File: src/rtl/usb_token_crc_seq_if.sv
// rtl/usb_token_crc_seq_if.sv - token request and serial tx bundle between host FSM, sequencer and tx stage
interface usb_token_crc_seq_if;
  logic       req_valid;
  logic       req_ready;
  logic [7:0] req_pid;
  logic [6:0] req_addr;
  logic [3:0] req_endp;
  logic       tx_bit;
  logic       tx_valid;

  // Host side: issues token requests and observes the serial stream.
  modport master (
    output req_valid, req_pid, req_addr, req_endp,
    input  req_ready, tx_bit, tx_valid
  );

  // Sequencer side.
  modport slave (
    input  req_valid, req_pid, req_addr, req_endp,
    output req_ready, tx_bit, tx_valid
  );
endinterface

File: src/rtl/usb_token_crc_seq.sv
// rtl/usb_token_crc_seq.sv - USB token packet sequencer around a bit-serial CRC5 engine (option: USB_TOKEN_CRC_CHECK_EN)
module usb_token_crc_seq #(
  parameter int TIMEOUT  = 16,
  parameter bit EMIT_PID = 1'b1
) (
  input  logic               clk,
  input  logic               rst,
  usb_token_crc_seq_if.slave bus,
  output logic               crc_start,
  output logic               crc_s_in,
  input  logic               crc_out,
  input  logic               crc_ready,
  input  logic               crc_done,
  output logic               crc_rec,
  output logic [4:0]         crc_q,
  output logic               pkt_done,
  output logic               pkt_err,
  output logic               crc_mismatch
);

  localparam int TO_W = $clog2(TIMEOUT + 1);
  localparam logic [TO_W-1:0] TO_MAX  = TO_W'(TIMEOUT);
  localparam logic [TO_W-1:0] TO_LAST = TO_W'(TIMEOUT - 1);

  typedef enum logic [2:0] {
    S_IDLE, S_PID, S_DATA, S_WAIT_RDY, S_CRC, S_WAIT_DONE, S_ACK, S_ABORT
  } state_t;

  state_t          state_q, state_d;
  logic [4:0]      bit_cnt_q, bit_cnt_d;
  logic [TO_W-1:0] to_cnt_q, to_cnt_d;
  logic [7:0]      pid_q, pid_d;
  logic [10:0]     data_q, data_d;
  logic [10:0]     data_sh;
  logic [4:0]      crc_reg_q, crc_reg_d;
  logic            mismatch_q, mismatch_d;
  logic            req_ready_q, req_ready_d;
  logic            tx_valid_q, tx_valid_d;
  logic            tx_bit_q, tx_bit_d;
  logic            crc_start_q, crc_start_d;
  logic            crc_s_in_q, crc_s_in_d;
  logic            crc_rec_q, crc_rec_d;
  logic            pkt_done_q, pkt_done_d;
  logic            pkt_err_q, pkt_err_d;

`ifdef USB_TOKEN_CRC_CHECK_EN
  // Reference CRC5 over the 11 data bits, LSB first; result bit 4 is the first bit on the wire.
  function automatic logic [4:0] crc5_model(input logic [10:0] d);
    logic [4:0] r;
    logic       fb;
    r = 5'h1F;
    for (int i = 0; i < 11; i++) begin
      fb = d[i] ^ r[4];
      r  = {r[3:0], 1'b0};
      if (fb) r = r ^ 5'h05;
    end
    return ~r;
  endfunction
`endif

  // Next-state, counters and the registered-output values for the coming cycle.
  always_comb begin
    state_d    = state_q;
    bit_cnt_d  = bit_cnt_q;
    to_cnt_d   = to_cnt_q;
    pid_d      = pid_q;
    data_d     = data_q;
    crc_reg_d  = crc_reg_q;
    mismatch_d = mismatch_q;

    case (state_q)
      S_IDLE: begin
        if (bus.req_valid) begin
          pid_d      = bus.req_pid;
          data_d     = {bus.req_endp, bus.req_addr};
          mismatch_d = 1'b0;
          bit_cnt_d  = 5'd0;
          state_d    = EMIT_PID ? S_PID : S_DATA;
        end
      end
      S_PID: begin
        if (bit_cnt_q == 5'd7) begin
          state_d   = S_DATA;
          bit_cnt_d = 5'd0;
        end else begin
          bit_cnt_d = bit_cnt_q + 5'd1;
        end
      end
      S_DATA: begin
        if (bit_cnt_q == 5'd10) begin
          state_d   = S_WAIT_RDY;
          bit_cnt_d = 5'd0;
          to_cnt_d  = '0;
        end else begin
          bit_cnt_d = bit_cnt_q + 5'd1;
        end
      end
      S_WAIT_RDY: begin
        // crc_ready is checked first so it wins over a simultaneous expiry.
        if (crc_ready) begin
          state_d   = S_CRC;
          bit_cnt_d = 5'd0;
        end else if (to_cnt_q == TO_LAST) begin
          state_d = S_ABORT;
        end else if (to_cnt_q != TO_MAX) begin
          to_cnt_d = to_cnt_q + TO_W'(1);
        end
      end
      S_CRC: begin
        if (!crc_ready) begin
          state_d = S_ABORT;
        end else begin
          crc_reg_d = {crc_reg_q[3:0], crc_out};
          if (bit_cnt_q == 5'd4) begin
            bit_cnt_d = 5'd0;
            to_cnt_d  = '0;
            state_d   = crc_done ? S_ACK : S_WAIT_DONE;
          end else begin
            bit_cnt_d = bit_cnt_q + 5'd1;
          end
        end
      end
      S_WAIT_DONE: begin
        if (crc_done) begin
          state_d   = S_ACK;
          bit_cnt_d = 5'd0;
        end else if (to_cnt_q == TO_LAST) begin
          state_d = S_ABORT;
        end else if (to_cnt_q != TO_MAX) begin
          to_cnt_d = to_cnt_q + TO_W'(1);
        end
      end
      S_ACK: begin
`ifdef USB_TOKEN_CRC_CHECK_EN
        mismatch_d = (crc5_model(data_q) != crc_reg_q);
`endif
        state_d   = S_IDLE;
        bit_cnt_d = 5'd0;
      end
      S_ABORT: begin
        state_d   = S_IDLE;
        bit_cnt_d = 5'd0;
      end
      default: begin
        state_d   = S_IDLE;
        bit_cnt_d = 5'd0;
      end
    endcase

    // Outputs are a function of the state being entered so they line up with it.
    data_sh     = data_d >> bit_cnt_d;
    req_ready_d = (state_d == S_IDLE);
    tx_valid_d  = (state_d == S_PID) || (state_d == S_DATA) || (state_d == S_CRC);
    crc_start_d = (state_d == S_DATA);
    tx_bit_d    = 1'b0;
    crc_s_in_d  = 1'b0;
    if (state_d == S_PID) begin
      tx_bit_d = pid_d[bit_cnt_d[2:0]];
    end
    if (state_d == S_DATA) begin
      tx_bit_d   = data_sh[0];
      crc_s_in_d = data_sh[0];
    end
    crc_rec_d  = (state_d == S_ACK) || (state_d == S_ABORT);
    pkt_done_d = (state_d == S_ACK);
    pkt_err_d  = (state_d == S_ABORT);
  end

  // State and output registers with synchronous reset.
  always_ff @(posedge clk) begin
    if (rst) begin
      state_q     <= S_IDLE;
      bit_cnt_q   <= 5'd0;
      to_cnt_q    <= '0;
      pid_q       <= 8'd0;
      data_q      <= 11'd0;
      crc_reg_q   <= 5'd0;
      mismatch_q  <= 1'b0;
      req_ready_q <= 1'b1;
      tx_valid_q  <= 1'b0;
      tx_bit_q    <= 1'b0;
      crc_start_q <= 1'b0;
      crc_s_in_q  <= 1'b0;
      crc_rec_q   <= 1'b0;
      pkt_done_q  <= 1'b0;
      pkt_err_q   <= 1'b0;
    end else begin
      state_q     <= state_d;
      bit_cnt_q   <= bit_cnt_d;
      to_cnt_q    <= to_cnt_d;
      pid_q       <= pid_d;
      data_q      <= data_d;
      crc_reg_q   <= crc_reg_d;
      mismatch_q  <= mismatch_d;
      req_ready_q <= req_ready_d;
      tx_valid_q  <= tx_valid_d;
      tx_bit_q    <= tx_bit_d;
      crc_start_q <= crc_start_d;
      crc_s_in_q  <= crc_s_in_d;
      crc_rec_q   <= crc_rec_d;
      pkt_done_q  <= pkt_done_d;
      pkt_err_q   <= pkt_err_d;
    end
  end

  // During CRC the engine's bit is forwarded in the same cycle it is presented.
  assign bus.tx_bit    = (state_q == S_CRC) ? crc_out : tx_bit_q;
  assign bus.tx_valid  = tx_valid_q;
  assign bus.req_ready = req_ready_q;
  assign crc_start     = crc_start_q;
  assign crc_s_in      = crc_s_in_q;
  assign crc_rec       = crc_rec_q;
  assign crc_q         = crc_reg_q;
  assign pkt_done      = pkt_done_q;
  assign pkt_err       = pkt_err_q;
  assign crc_mismatch  = mismatch_q;

endmodule

File: src/flat_wrapper.sv
// flat-port wrapper written by rule: the top's interface ports become plain ports
module usb_token_crc_seq_flat 
#(
  parameter int TIMEOUT  = 16,
  parameter bit EMIT_PID = 1'b1
)
  (clk, rst, crc_start, crc_s_in, crc_out, crc_ready, crc_done, crc_rec, crc_q, pkt_done, pkt_err, crc_mismatch, bus_req_valid, bus_req_pid, bus_req_addr, bus_req_endp, bus_req_ready, bus_tx_bit, bus_tx_valid);
  usb_token_crc_seq_if bus_i ();
  input  logic clk;
  input  logic rst;
  output logic crc_start;
  output logic crc_s_in;
  input  logic crc_out;
  input  logic crc_ready;
  input  logic crc_done;
  output logic crc_rec;
  output logic [4:0] crc_q;
  output logic pkt_done;
  output logic pkt_err;
  output logic crc_mismatch;
  input wire logic [$bits(bus_i.req_valid)-1:0] bus_req_valid;
  input wire logic [$bits(bus_i.req_pid)-1:0] bus_req_pid;
  input wire logic [$bits(bus_i.req_addr)-1:0] bus_req_addr;
  input wire logic [$bits(bus_i.req_endp)-1:0] bus_req_endp;
  output wire logic [$bits(bus_i.req_ready)-1:0] bus_req_ready;
  output wire logic [$bits(bus_i.tx_bit)-1:0] bus_tx_bit;
  output wire logic [$bits(bus_i.tx_valid)-1:0] bus_tx_valid;
  assign bus_i.req_valid = bus_req_valid;
  assign bus_i.req_pid = bus_req_pid;
  assign bus_i.req_addr = bus_req_addr;
  assign bus_i.req_endp = bus_req_endp;
  assign bus_req_ready = bus_i.req_ready;
  assign bus_tx_bit = bus_i.tx_bit;
  assign bus_tx_valid = bus_i.tx_valid;
  usb_token_crc_seq #(.TIMEOUT(TIMEOUT), .EMIT_PID(EMIT_PID)) u_core (.clk(clk), .rst(rst), .bus(bus_i), .crc_start(crc_start), .crc_s_in(crc_s_in), .crc_out(crc_out), .crc_ready(crc_ready), .crc_done(crc_done), .crc_rec(crc_rec), .crc_q(crc_q), .pkt_done(pkt_done), .pkt_err(pkt_err), .crc_mismatch(crc_mismatch));
endmodule
File: config.mk
export PLATFORM = sky130hd
export DESIGN_NAME = usb_token_crc_seq_flat
export DESIGN_NICKNAME = d
export VERILOG_FILES = /design/src/rtl/usb_token_crc_seq_if.sv /design/src/rtl/usb_token_crc_seq.sv /design/src/flat_wrapper.sv
export SDC_FILE = /design/constraint.sdc
export NUM_CORES = 1
export LEC_CHECK = 0
export BUFFER_PORTS_ARGS = -buffer_cell sky130_fd_sc_hd__buf_2
export CAP_MARGIN = 20
export CORE_MARGIN = 2
export CORE_UTILIZATION = 39
export CTS_CLUSTER_DIAMETER = 40
export CTS_CLUSTER_SIZE = 25
export DETAILED_ROUTE_END_ITERATION = 12
export GPL_ROUTABILITY_DRIVEN = 1
export HOLD_SLACK_MARGIN = 0.15
export PLACE_DENSITY = 0.58
export SLEW_MARGIN = 5
export SYNTH_ARGS = -nofsm -noshare
export SYNTH_HDL_FRONTEND = slang
export SYNTH_SLANG_ARGS = --single-unit
File: constraint.sdc
create_clock -name clk -period 4.25 [get_ports clk]
set_input_delay 0.85 -clock clk [delete_from_list [all_inputs] [get_ports clk]]
set_output_delay 0.85 -clock clk [all_outputs]
set_load 0.01 [all_outputs]
# Yosys cells after proc, flatten, opt, wreduce, memory -nomap -nowiden
# Cells that the tools add are included.
[word_totals]
ff_bits = 45
out_inout_bits = 14
[op_classes]
mux = 35
n_eq_ne = 22
shifts = 1
bitwise_logic = 1
add_sub_neg = 2
n_reduce_logical = 10
n_lt_le_gt_ge = 1
[op_table]
columns = ["cell", "n"]
rows = [
  ["$mux W5", 14],
  ["$pmux W5 S7", 1],
  ["$mux W3", 8],
  ["$mux W11", 2],
  ["$eq A3 B3 Y1 const B", 7],
  ["$pmux W3 S7", 1],
  ["$pmux W5 S4", 1],
  ["$mux W8", 2],
  ["$shr A11 B5 Y1", 1],
  ["$add A5 B1 Y5 const B", 2],
  ["$eq A5 B3 Y1 const B", 2],
  ["$eq A5 B4 Y1 const B", 2],
  ["$eq A3 B2 Y1 const B", 3],
  ["$eq A3 B1 Y1 const B", 2],
  ["$logic_not A3 Y1", 2],
  ["$ne A2 B2 Y1 const B", 3],
  ["$reduce_and A6 Y1", 1],
  ["$ne A5 B5 Y1 const B", 1],
  ["$lt A3 B4 Y1 const B", 1],
  ["$mux W1", 4],
  ["$ne A2 B1 Y1 const B", 2],
  ["$reduce_bool A4 Y1", 1],
  ["$reduce_or A2 Y1", 2],
  ["$bmux W1 S3", 1],
  ["other kinds (4)", 6],
]

# Longest topological paths before layout
# Gate-level depths: netlist (run 1).
[depth]
ltp_word = 8
ltp_mapped = 10
ltp_nobuf = 9

# Least setup slack after synthesis (run 1)
# OpenSTA, ideal clock, no wires.
[synth_path]
path_type = "in2reg"
startpoint = "input crc_ready"
endpoint = "register u_core.tx_bit_q"
setup_ns = 0.073
path_stages = 7
slack_ns = 1.540
t_arrival_ns = 2.637
cell_sequence = "buf_4 and4bb_1 a2111oi_2 a31o_2 o221ai_1 a2111o_1 o211ai_2"
[synth_between]
elab_chain_cells = 6
elab_cells_between_ends = 13
cone_classes = "eq/ne: 2; shift: 1; mux: 10"
[synth_lines]
columns = ["item", "line_no", "rtl"]
rows = [
  ["start: declaration", "flat_wrapper.sv:14", "input logic crc_ready;"],
  ["$mux W5, on equally long branches", "usb_token_crc_seq.sv:110, usb_token_crc_seq.sv:100", ""],
  ["$pmux W5 S7", "usb_token_crc_seq.sv:71", "case (state_q)"],
  ["$bmux W1 S3", "usb_token_crc_seq.sv:158", "tx_bit_d = pid_d[bit_cnt_d[2:0]];"],
  ["$mux W1 (implied by the code)", "usb_token_crc_seq.sv:158", ""],
  ["$mux W1", "usb_token_crc_seq.sv:157", "if (state_d == S_PID) begin"],
  ["$mux W1 *", "usb_token_crc_seq.sv:160", "if (state_d == S_DATA) begin"],
  ["end signal: assignment", "usb_token_crc_seq.sv:197", "tx_bit_q <= tx_bit_d;"],
  ["end: declaration", "usb_token_crc_seq.sv:39", "logic tx_bit_q, tx_bit_d;"],
]
# Mark *: on every way between the ends. The rest lies on a longest branch, timed or not. The select of a mux whose other input is x is not followed.
# A chain may end at the register's enable or synchronous reset.

# Final worst setup path (run 1)
[layout_path]
startpoint = "register u_core.state_q[2]"
endpoint = "output bus_tx_bit"
[layout_between]
elab_chain_cells = 2
[layout_lines]
columns = ["item", "line_no", "rtl"]
rows = [
  ["start: declaration", "usb_token_crc_seq.sv:29", "state_t state_q, state_d;"],
  ["start signal: assignment", "usb_token_crc_seq.sv:188", "state_q <= state_d;"],
  ["$eq A3 B3 Y1", "usb_token_crc_seq.sv:207", "assign bus.tx_bit = (state_q == S_CRC) ? crc_out : tx_bit_q;"],
  ["$mux W1", "usb_token_crc_seq.sv:207", ""],
  ["end: declaration", "flat_wrapper.sv:26", "output wire logic [$bits(bus_i.tx_bit)-1:0] bus_tx_bit;"],
]
# Every way passes these cells.

==> results_dict.tcl, run 1 <==
set metrics [dict create \
    clkSinkCount 45 \
    required_ns 3.40 \
    cts_max_path_buffers 2 \
    post-synth-top-count-cell "nand2_1" \
    yosysTopAreaCell "dfxtp_1" \
    crit_type "reg2out" \
    hp-start "u_core.pid_q[7]$_SDFF_PP0_" \
    ios 39 \
    dieArea_um2 6850 \
    synth_top_area_frac 0.372 \
    setup-tns-final_ns 0 \
    io_buffers 37 \
    diodes 0 \
    min_path_cells 2 \
    synth-edff-count 0 \
    yosysUniqueCellTypes 65 \
    crit_arrival_ns 1.98 \
    reg2reg_from "u_core.to_cnt_q[1]$_SDFFE_PP0P_" \
    worstPathCellList "nor2b_1 -> nand2b_1 -> mux2_2 -> buf_2" \
    reg2regPathDepth 9 \
    hold_path_class "reg2reg" \
    maxSlewViolCount 0 \
    cts.hold.buffers_added 0 \
    core_um2 5960 \
    h-tree-depth 2 \
    r2r-end "u_core.tx_bit_q$_SDFF_PP0_" \
    worst_setup_path_end_kind "primary output" \
    ys_dominant_reg_cell "dfxtp_1" \
    max-cap-violations 0 \
    fin_crit_sh 0.665 \
    crit_cells 4 \
    drcViolationCount 0 \
    wl_per_cell_um 14.0 \
    leakagePower_uw 0.00115 \
    final_util 0.459 \
    stdcell_area_um2 2740 \
    hold_viol 0 \
    layout-drive-gt1-share 0.188 \
    r2r_slack_ns 1.51 \
    synth_common_cells "nand2_1 (47), dfxtp_1 (45), a21oi_1 (28)" \
    antenna_found_initial 0 \
    startpoint "u_core.state_q[2]$_SDFF_PP0_" \
    status "complete, no violations" \
    placed_area_um2 2620 \
    finalClockSkew_ns 0.00210 \
    die_w_um 82.8 \
    crit_slowest_cell "dfxtp_1" \
    syn_inst 285 \
    setup_viol 0 \
    overflow 0 \
    start_kind "flip-flop" \
    synth.avg_cell_area_um2 8.49 \
    initial_core_util 0.406 \
    syn_nets 316 \
    path_buf_inv 1 \
    routed_via_density 5.37 \
    dr.pass1.iters 4 \
    worst_skew_pair.late_latency_ns 0.29 \
    place_congestion 0.823 \
    powerDensity_nw_per_um2 330 \
    cts_made_buffers 5 \
    worstPathMaxFanout 13 \
    clock.fmax_ghz 0.354 \
    vias 2089 \
    yosys-top-cells-area "dfxtp_1 (37%), nand2_1 (7.3%), a21oi_1 (5.8%)" \
    ys_async_sr_fraction 0 \
    ys_warn_count 0 \
    row_count 28 \
    wirelength_um 5440 \
    ys_seq_area_frac 0.372 \
    grt_max_degree 37 \
    post_cts_buffers 0 \
    crit_path_end "bus_tx_bit" \
    clk_pin_slew_ns 0.08 \
    grt_pass1_wl_um 8850 \
    peakVddDrop_mv 0.197 \
    ant_nets 0 \
    cts_resized 0 \
    path_delay_family "simple AND/OR/NAND/NOR gates" \
    cts_root_buf "clkbuf_8" \
    track_usage 0.168 \
    synth-seq-cells 45 \
    dp_hpwl_um 3990 \
    syn_to_final_growth_pct 13.1 \
    worst_pin_slew_ns 1.07 \
    cts_tree "yes" \
    min_period_ns 2.83 \
    die_height_um 82.8 \
    relSlewSlack 0.284 \
    syn-cell-area_um2 2420 \
    final_nets 344 \
    grt_pass1_vias 1892 \
    crit_path_max_incr_delay_ns 0.57 \
    drt_iter0_markers 94 \
    rsz0062_at_grt "no" \
    fill_cells 634 \
]
## worst min path at each step
stage,end,slack (ns)
final,u_core.pid_q[7]$_SDFF_PP0_,0.46
after global routing,u_core.data_q[2]$_SDFF_PP0_,0.48
after CTS,u_core.data_q[0]$_SDFF_PP0_,0.46
after detailed placement,u_core.data_q[0]$_SDFF_PP0_,0.45
after global placement,u_core.pid_q[7]$_SDFF_PP0_,0.44
after floorplan,u_core.pid_q[5]$_SDFF_PP0_,0.43
## placed cells by master (no fill, tap or decap), types with 2 or more instances in the layout
master / count
a211o_1: 2
a211oi_1: 5
a21o_1: 3
a21oi_1: 28
a221oi_1: 2
a22o_1: 2
a311oi_1: 4
and2_1: 3
and3_1: 2
and4bb_1: 2
buf_2: 37
buf_4: 2
clkbuf_8: 6
dfxtp_1: 45
ha_1: 6
inv_1: 11
mux2i_1: 13
nand2_1: 47
nand2b_1: 4
nand3_1: 4
nand4_1: 2
nand4bb_1: 3
nor2_1: 23
nor2b_1: 3
nor3_1: 2
nor3b_1: 3
o211ai_1: 4
o21a_1: 3
o21ai_0: 3
or2_2: 2
or3_1: 2
xnor2_1: 3
## cell type report
class	count	area, µm²	share of cell area
Inverter	11	41.3	0.0151
Tap cell	75	93.8	0.0343
Multi-Input combinational cell	211	1380	0.506
Clock inverter	1	30.0	0.0110
Clock buffer	7	86.3	0.0316
Timing Repair Buffer	39	200	0.0732
Sequential cell	45	901	0.329
## registers in the layout (all words and copies together) (netlist names), 3 cells and up
name	count
u_core.pid_q	8
u_core.state_q	3
u_core.data_q	11
u_core.bit_cnt_q	5
u_core.crc_q	5
u_core.to_cnt_q	5
## logic make-up after synthesis
kind of cell             share of synthesized area
AO/OA/AOI/OAI                                0.240
adder cells (fa/ha/maj)                     0.0310
other                                      0.00155
flip-flops                                   0.372
multiplexers                                0.0585
buffers and inverters                       0.0579
XOR/XNOR                                    0.0109
AND/OR/NAND/NOR                              0.228
## where the power goes
| group | internal, µW | switching, µW |
|---|---|---|
| sequential | 437 | 12.1 |
| clock | 192 | 144 |
| combinational | 50.9 | 66.2 |
## stage by stage
step / total power, µW / cells / worst slack [ns] / hold slack [ns]
detailed placement: 576 / 381 / 1.25 / 0.447
floorplan: 543 / 285 / 1.54 / 0.432
global route: 944 / 389 / 1.31 / 0.476
finish: 902 / 389 / 1.42 / 0.456
CTS: 915 / 389 / 1.41 / 0.459
global placement: 576 / 381 / 1.29 / 0.443
## worst min-delay path, stage by stage, from the launching register on
cell,delay [ns]
dfxtp_1,0.31
nand2_1,0.05
a21oi_1,0.05
## metal layers
| layer | GRT usage | share of wire |
|---|---|---|
| met5 | 0 | 0 |
| met2 | 0.269 | 0.46 |
| met3 | 0.0293 | 0.036 |
| met1 | 0.230 | 0.50 |
| met4 | 0.0492 | 0.0085 |
No activity file was read; power rests on OpenSTA's default activity.
==> run 2: changes to the inputs <==
--- a/config.mk
+++ b/config.mk
@@ -14,7 +14,7 @@
 export DETAILED_ROUTE_END_ITERATION = 12
 export GPL_ROUTABILITY_DRIVEN = 1
 export HOLD_SLACK_MARGIN = 0.15
-export PLACE_DENSITY = 0.58
+export PLACE_DENSITY = 0.6
 export SLEW_MARGIN = 5
 export SYNTH_ARGS = -nofsm -noshare
 export SYNTH_HDL_FRONTEND = slang
==> constraint.sdc (replaced) <==
create_clock -name clk -period 2.4 [get_ports clk]
set_input_delay 0.48 -clock clk [delete_from_list [all_inputs] [get_ports clk]]
set_output_delay 0.48 -clock clk [all_outputs]
set_load 0.01 [all_outputs]
==> run 2 against run 1 <==
  * Largest cell class unchanged
  * Sequential share of layout area shrank 3.1 points
  * Critical endpoint is now u_core.tx_bit_q$_SDFF_PP0_
  * Clock skew rose by 0.0032 ns
  * Register-to-register slack got worse by 1.4 ns
  * Critical path depth increased by 5
  * Design area is 11% higher
  * Non-clock buffer count rose by 26
  * Combinational power rose by 130%
  * Worst hold slack got worse by 0.039 ns
  * Clock-buffer cell count unchanged
  * Global-route usage grew 1.4 points
  * Core utilization is 5.0 points higher
==> results_dict.tcl, run 2 (same netlist as run 1, synthesis figures left out) <==
set metrics [dict create \
    r2r-end "u_core.tx_bit_q$_SDFF_PP0_" \
    io_buffers 37 \
    die_w_um 82.8 \
    initial_core_util 0.406 \
    reg2reg_from "u_core.to_cnt_q[0]$_SDFFE_PP0P_" \
    worst_pin_slew_ns 0.504 \
    fin_crit_sh 0.952 \
    leakagePower_uw 0.00130 \
    h-tree-depth 2 \
    ios 39 \
    crit_type "reg2reg" \
    clock.fmax_ghz 0.438 \
    finalPower_uw 1650 \
    peakVddDrop_mv 0.345 \
    final_cell_mix "nand2_1 (46), dfxtp_1 (41), buf_2 (37)" \
    core_um2 5960 \
    wirelength_um 5900 \
    whs_endpoint "u_core.pid_q[1]$_SDFF_PP0_" \
    post-place-cells 404 \
    fin_cells 415 \
    overflow 0 \
    hold_viol 0 \
    hp-start "bus_req_pid[1]" \
    vias 2223 \
    track_usage 0.182 \
    die_height_um 82.8 \
    dp_hpwl_um 4170 \
    maxSlewViolCount 0 \
    worst_setup_path_end_kind "flip-flop" \
    r2r_slack_ns 0.11 \
    start_kind "flip-flop" \
    powerDensity_nw_per_um2 545 \
    clkSinkCount 45 \
    place_congestion 0.869 \
    grt_pass1_wl_um 9670 \
    routed_via_density 5.36 \
    largest_reg_flops 11 \
    placed_area_um2 2820 \
    stdcell_area_um2 3030 \
    ant_nets 0 \
    hold_path_class "in2reg" \
    diodes 0 \
    drcViolationCount 0 \
    dieArea_um2 6850 \
    final_util 0.509 \
    setup-tns-final_ns 0 \
    worstPathMaxFanout 3 \
    mostFrequentLayoutCell "nand2_1" \
    antenna_found_initial 0 \
    grt_pass1_vias 2080 \
    cts_tree "yes" \
    crit_arrival_ns 2.51 \
    setup_viol 0 \
    max-cap-violations 0 \
    dr.pass1.iters 4 \
    min_path_cells 3 \
    cts_max_path_buffers 2 \
    min_period_ns 2.29 \
    row_count 28 \
    clk_pin_slew_ns 0.09 \
    required_ns 2.62 \
    syn_to_final_growth_pct 25.4 \
    relSlewSlack 0.662 \
    drt_iter0_markers 76 \
    top_register "u_core.data_q" \
    layout-drive-gt1-share 0.303 \
    cts_made_buffers 5 \
    reg2regPathDepth 9 \
    grt_max_degree 26 \
    finalClockSkew_ns 0.00531 \
    status "complete, no violations" \
    top_regs "u_core.data_q: 11 flops, u_core.pid_q: 8 flops" \
    final_nets 370 \
    worst_skew_pair.late_latency_ns 0.29 \
    wl_per_cell_um 14.2 \
    cts_root_buf "clkbuf_8" \
]
==> run 2: through the flow <==
stage / setup WS (ns) / hold slack, ns
after floorplan: 0.0411 / 0.432
after global placement: 0.0276 / 0.442
after detailed placement: -0.0151 / 0.450
after CTS: 0.0159 / 0.407
after global routing: -0.00998 / 0.406
final: 0.115 / 0.417
==> run 2: worst max path at each step <==
stage                                          startpoint                    endpoint  slack (ns)  cells after the start
after floorplan           u_core.to_cnt_q[0]$_SDFFE_PP0P_  u_core.tx_bit_q$_SDFF_PP0_        0.04                      9
after global placement                          crc_ready  u_core.crc_s_in$_SDFF_PP0_        0.03                      9
after detailed placement                        crc_ready  u_core.tx_bit_q$_SDFF_PP0_       -0.02                      8
after CTS                 u_core.to_cnt_q[0]$_SDFFE_PP0P_  u_core.tx_bit_q$_SDFF_PP0_        0.02                      9
after global routing         u_core.state_q[2]$_SDFF_PP0_  u_core.tx_bit_q$_SDFF_PP0_       -0.01                      7
final                     u_core.to_cnt_q[0]$_SDFFE_PP0P_  u_core.tx_bit_q$_SDFF_PP0_        0.11                      9
==> run 2: repair_timing <==
| item | 4_1_cts | 5_1_grt |
|---|---|---|
| endpoints found under the setup margin | 0 | 3 |
| hold buffers | 0 | 0 |
| setup buffers | 0 | 3 |
| gates resized for setup | 0 | 17 |
==> run 2: cell type report <==
class                      count  area (µm²)
timing repair buffer          65         420
multi-input combinational    211        1460
tap                           75        93.8
clock inverter                 1        30.0
fill                         592        2920
inverter                      11        41.3
sequential                    45         906
clock buffer                   7        86.3
==> run 2: worst max-delay path, stage by stage, from the launching register on <==
cell and delay, ns:
dfxtp_2 0.33, ha_1 0.20, and3_1 0.19, ha_2 0.20, o21a_1 0.18, a21oi_2 0.17, nand3_2 0.11, or4_4 0.44
a2111o_1 0.31, o211ai_2 0.08
==> run 2: power by group <==
| group | switching [µW] | internal, µW | leakage [µW] |
|---|---|---|---|
| sequential | 14.6 | 775 | 0.000368 |
| clock | 261 | 340 | 0.0000585 |
| combinational | 141 | 123 | 0.000868 |
==> run 2: routing by layer <==
metal | vias up | GRT usage | share of wire
li1 | 1125 | - | -
met1 | 1035 | 0.246 | 0.47
met2 | 55 | 0.293 | 0.47
met3 | 8 | 0.0348 | 0.045
met4 | 0 | 0.0557 | 0.015
met5 | - | 0 | 0
==> run 3: changes to the inputs <==
--- a/config.mk
+++ b/config.mk
@@ -5,6 +5,7 @@
 export SDC_FILE = /design/constraint.sdc
 export NUM_CORES = 1
 export LEC_CHECK = 0
+export ABC_AREA = 1
 export BUFFER_PORTS_ARGS = -buffer_cell sky130_fd_sc_hd__buf_2
 export CAP_MARGIN = 20
 export CORE_MARGIN = 2
==> constraint.sdc (replaced) <==
create_clock -name clk -period 2.1 [get_ports clk]
set_input_delay 0.42 -clock clk [delete_from_list [all_inputs] [get_ports clk]]
set_output_delay 0.42 -clock clk [all_outputs]
set_load 0.01 [all_outputs]
==> run 3 against run 2 <==
  * Design area decreased by 7.9%
  * Critical path type unchanged
  * Critical path depth grew 3
  * Die area is 0.94% lower
  * Fmax up 21%
==> results_dict.tcl, run 3 <==
set metrics [dict create \
    antenna_found_initial 0 \
    ios 39 \
    cts_root_buf "clkbuf_8" \
    ys_seq_area_frac 0.376 \
    syn_inst 327 \
    ys_dominant_reg_cell "dfxtp_1" \
    fin_crit_sh 0.900 \
    syn_to_final_growth_pct 16.6 \
    die_w_um 82.4 \
    worstPathMaxFanout 7 \
    post_cts_buffers 0 \
    min_path_cells 3 \
    ant_nets 0 \
    wl_per_cell_um 11.6 \
    yosys-top-cells-area "dfxtp_1 (38%), nand2_1 (8.6%), inv_1 (6.3%)" \
    grt_pass1_vias 1968 \
    cts_resized 0 \
    diodes 0 \
    final_nets 400 \
    syn-cell-area_um2 2390 \
    h-tree-depth 2 \
    mostFrequentLayoutCell "nand2_1" \
    track_usage 0.165 \
    synth-edff-count 0 \
    routed_via_density 4.83 \
    synth_top_area_frac 0.376 \
    syn_nets 358 \
    post-place-cells 437 \
    hold_path_class "in2reg" \
    ys_warn_count 0 \
    required_ns 2.29 \
    yosysTopAreaCell "dfxtp_1" \
    vias 2149 \
    crit_arrival_ns 2.08 \
    synth.avg_cell_area_um2 7.32 \
    worst_skew_pair.late_latency_ns 0.29 \
    clock.fmax_ghz 0.529 \
    layout-drive-gt1-share 0.235 \
    max-cap-violations 0 \
    grt_pass1_wl_um 8730 \
    initial_core_util 0.404 \
    cts.hold.buffers_added 0 \
    setup_viol 0 \
    peakVddDrop_mv 0.329 \
    dr.pass1.iters 4 \
    rsz0062_at_grt "no" \
    overflow 0 \
    synth_common_cells "nand2_1 (55), dfxtp_1 (45), inv_1 (40), nor2_1 (40), nand3_1 (30)" \
    largest_reg_flops 11 \
    synth-seq-cells 45 \
    row_count 28 \
    maxSlewViolCount 0 \
    crit_type "reg2reg" \
    clk_pin_slew_ns 0.08 \
    wirelength_um 5180 \
    fin_cells 445 \
    dp_hpwl_um 4040 \
    final_cell_mix "nand2_1 (54), dfxtp_1 (44), inv_1 (40), nor2_1 (40), buf_2 (37)" \
    leakagePower_uw 0.00139 \
    dieArea_um2 6780 \
    ys_async_sr_fraction 0 \
    start_kind "flip-flop" \
    yosysUniqueCellTypes 39 \
    grt_max_degree 30 \
    cts_max_path_buffers 2 \
    finalClockSkew_ns 0.00883 \
    clkSinkCount 45 \
    core_um2 5920 \
    min_period_ns 1.89 \
    post-synth-top-count-cell "nand2_1" \
    drt_iter0_markers 90 \
    hold_viol 0 \
    cts_made_buffers 5 \
    worst_setup_path_end_kind "flip-flop" \
    top_regs "u_core.data_q: 11 flops, u_core.pid_q: 8 flops" \
    setup-tns-final_ns 0 \
    drcViolationCount 0 \
    fill_cells 618 \
    status "complete, no violations" \
    cts_tree "yes" \
    reg2regPathDepth 12 \
    powerDensity_nw_per_um2 677 \
    top_register "u_core.data_q" \
    die_height_um 82.4 \
    io_buffers 37 \
    place_congestion 0.856 \
]
run 3: cell types whose count changed in the layout (fill, tap and decap cells not counted), moves of 8 or more:
cell     previous run  this run
nor2_1             23        40
nand2_1            46        54
a21oi_1            26        10
o21ai_0             3        11
nand2_2             1        11
nand3_1             3        29
buf_4              26         6
inv_1              10        40
run 3: area by class of cell:
cell class | instances | area [µm²] | area share
multi-input cells | 229 | 1280 | 0.459
flip-flops and latches | 45 | 902 | 0.323
repair buffers | 43 | 230 | 0.0824
inverters | 45 | 169 | 0.0605
well taps | 75 | 93.8 | 0.0336
clock buffers | 7 | 86.3 | 0.0309
clock inverters | 1 | 30.0 | 0.0108
run 3: path summary, 6_finish.rpt:
| kind | start | endpoint | slack (ns) |
|---|---|---|---|
| hold / removal | bus_req_pid[6] | u_core.pid_q[6]$_SDFF_PP0_ | 0.39 |
| hold reg to reg | u_core.crc_q[0]$_SDFFE_PP0P_ | u_core.crc_q[0]$_SDFFE_PP0P_ | 0.50 |
| setup reg to reg | u_core.state_q[1]$_SDFF_PP0_ | u_core.tx_bit_q$_SDFF_PP0_ | 0.21 |
| setup / recovery | u_core.state_q[1]$_SDFF_PP0_ | u_core.tx_bit_q$_SDFF_PP0_ | 0.21 |
run 3: metrics by stage:
stage | setup WS (ns) | total power, µW | hold slack, ns | utilization | cell area [µm²]
after floorplan | 0.257 | 1170 | 0.457 | - | 2390
after global placement | 0.112 | 1240 | 0.475 | 0.449 | 2660
after detailed placement | 0.102 | 1240 | 0.484 | 0.449 | 2660
after CTS | 0.117 | 1910 | 0.381 | 0.469 | 2780
after global routing | 0.0142 | 1990 | 0.392 | 0.472 | 2790
final | 0.210 | 1890 | 0.388 | 0.472 | 2790
run 3: critical path, cell delays in order, from the launching register on:
cell     delay, ns
dfxtp_1       0.39
nor2_4        0.21
nand2_2       0.12
nor2_4        0.18
nand2_2       0.11
nand3_2       0.10
nand2_2       0.06
a21oi_2       0.25
nand2_1       0.09
nand3_1       0.09
a21oi_1       0.06
nand2_1       0.08
nand2_1       0.05
run 3: kinds of logic (layout without fill, tap and decap cells):
kind of cell	after synthesis	after routing	synth area share
and+or+nand+nor	165	165	0.331
xor gates and xnor gates	2	2	0.00732
AOI/OAI and AO/OA	45	45	0.115
DFF	45	45	0.376
muxes	10	10	0.0418
other	1	1	0.00157
adders and majority gates	6	6	0.0313
buffers and inverters	53	96	0.0956
run 3: routing by layer:
layer	global-route usage	wire, µm
met5	0	0
met3	0.0402	199
met4	0.0500	72
met1	0.221	2490
met2	0.263	2410
run 3: report_power, final:
part	internal (µW)	total, µW	leakage [µW]	switching, µW
Clock	388	670	0.0000585	282
Sequential	894	914	0.000368	19.7
Combinational	125	307	0.000968	181
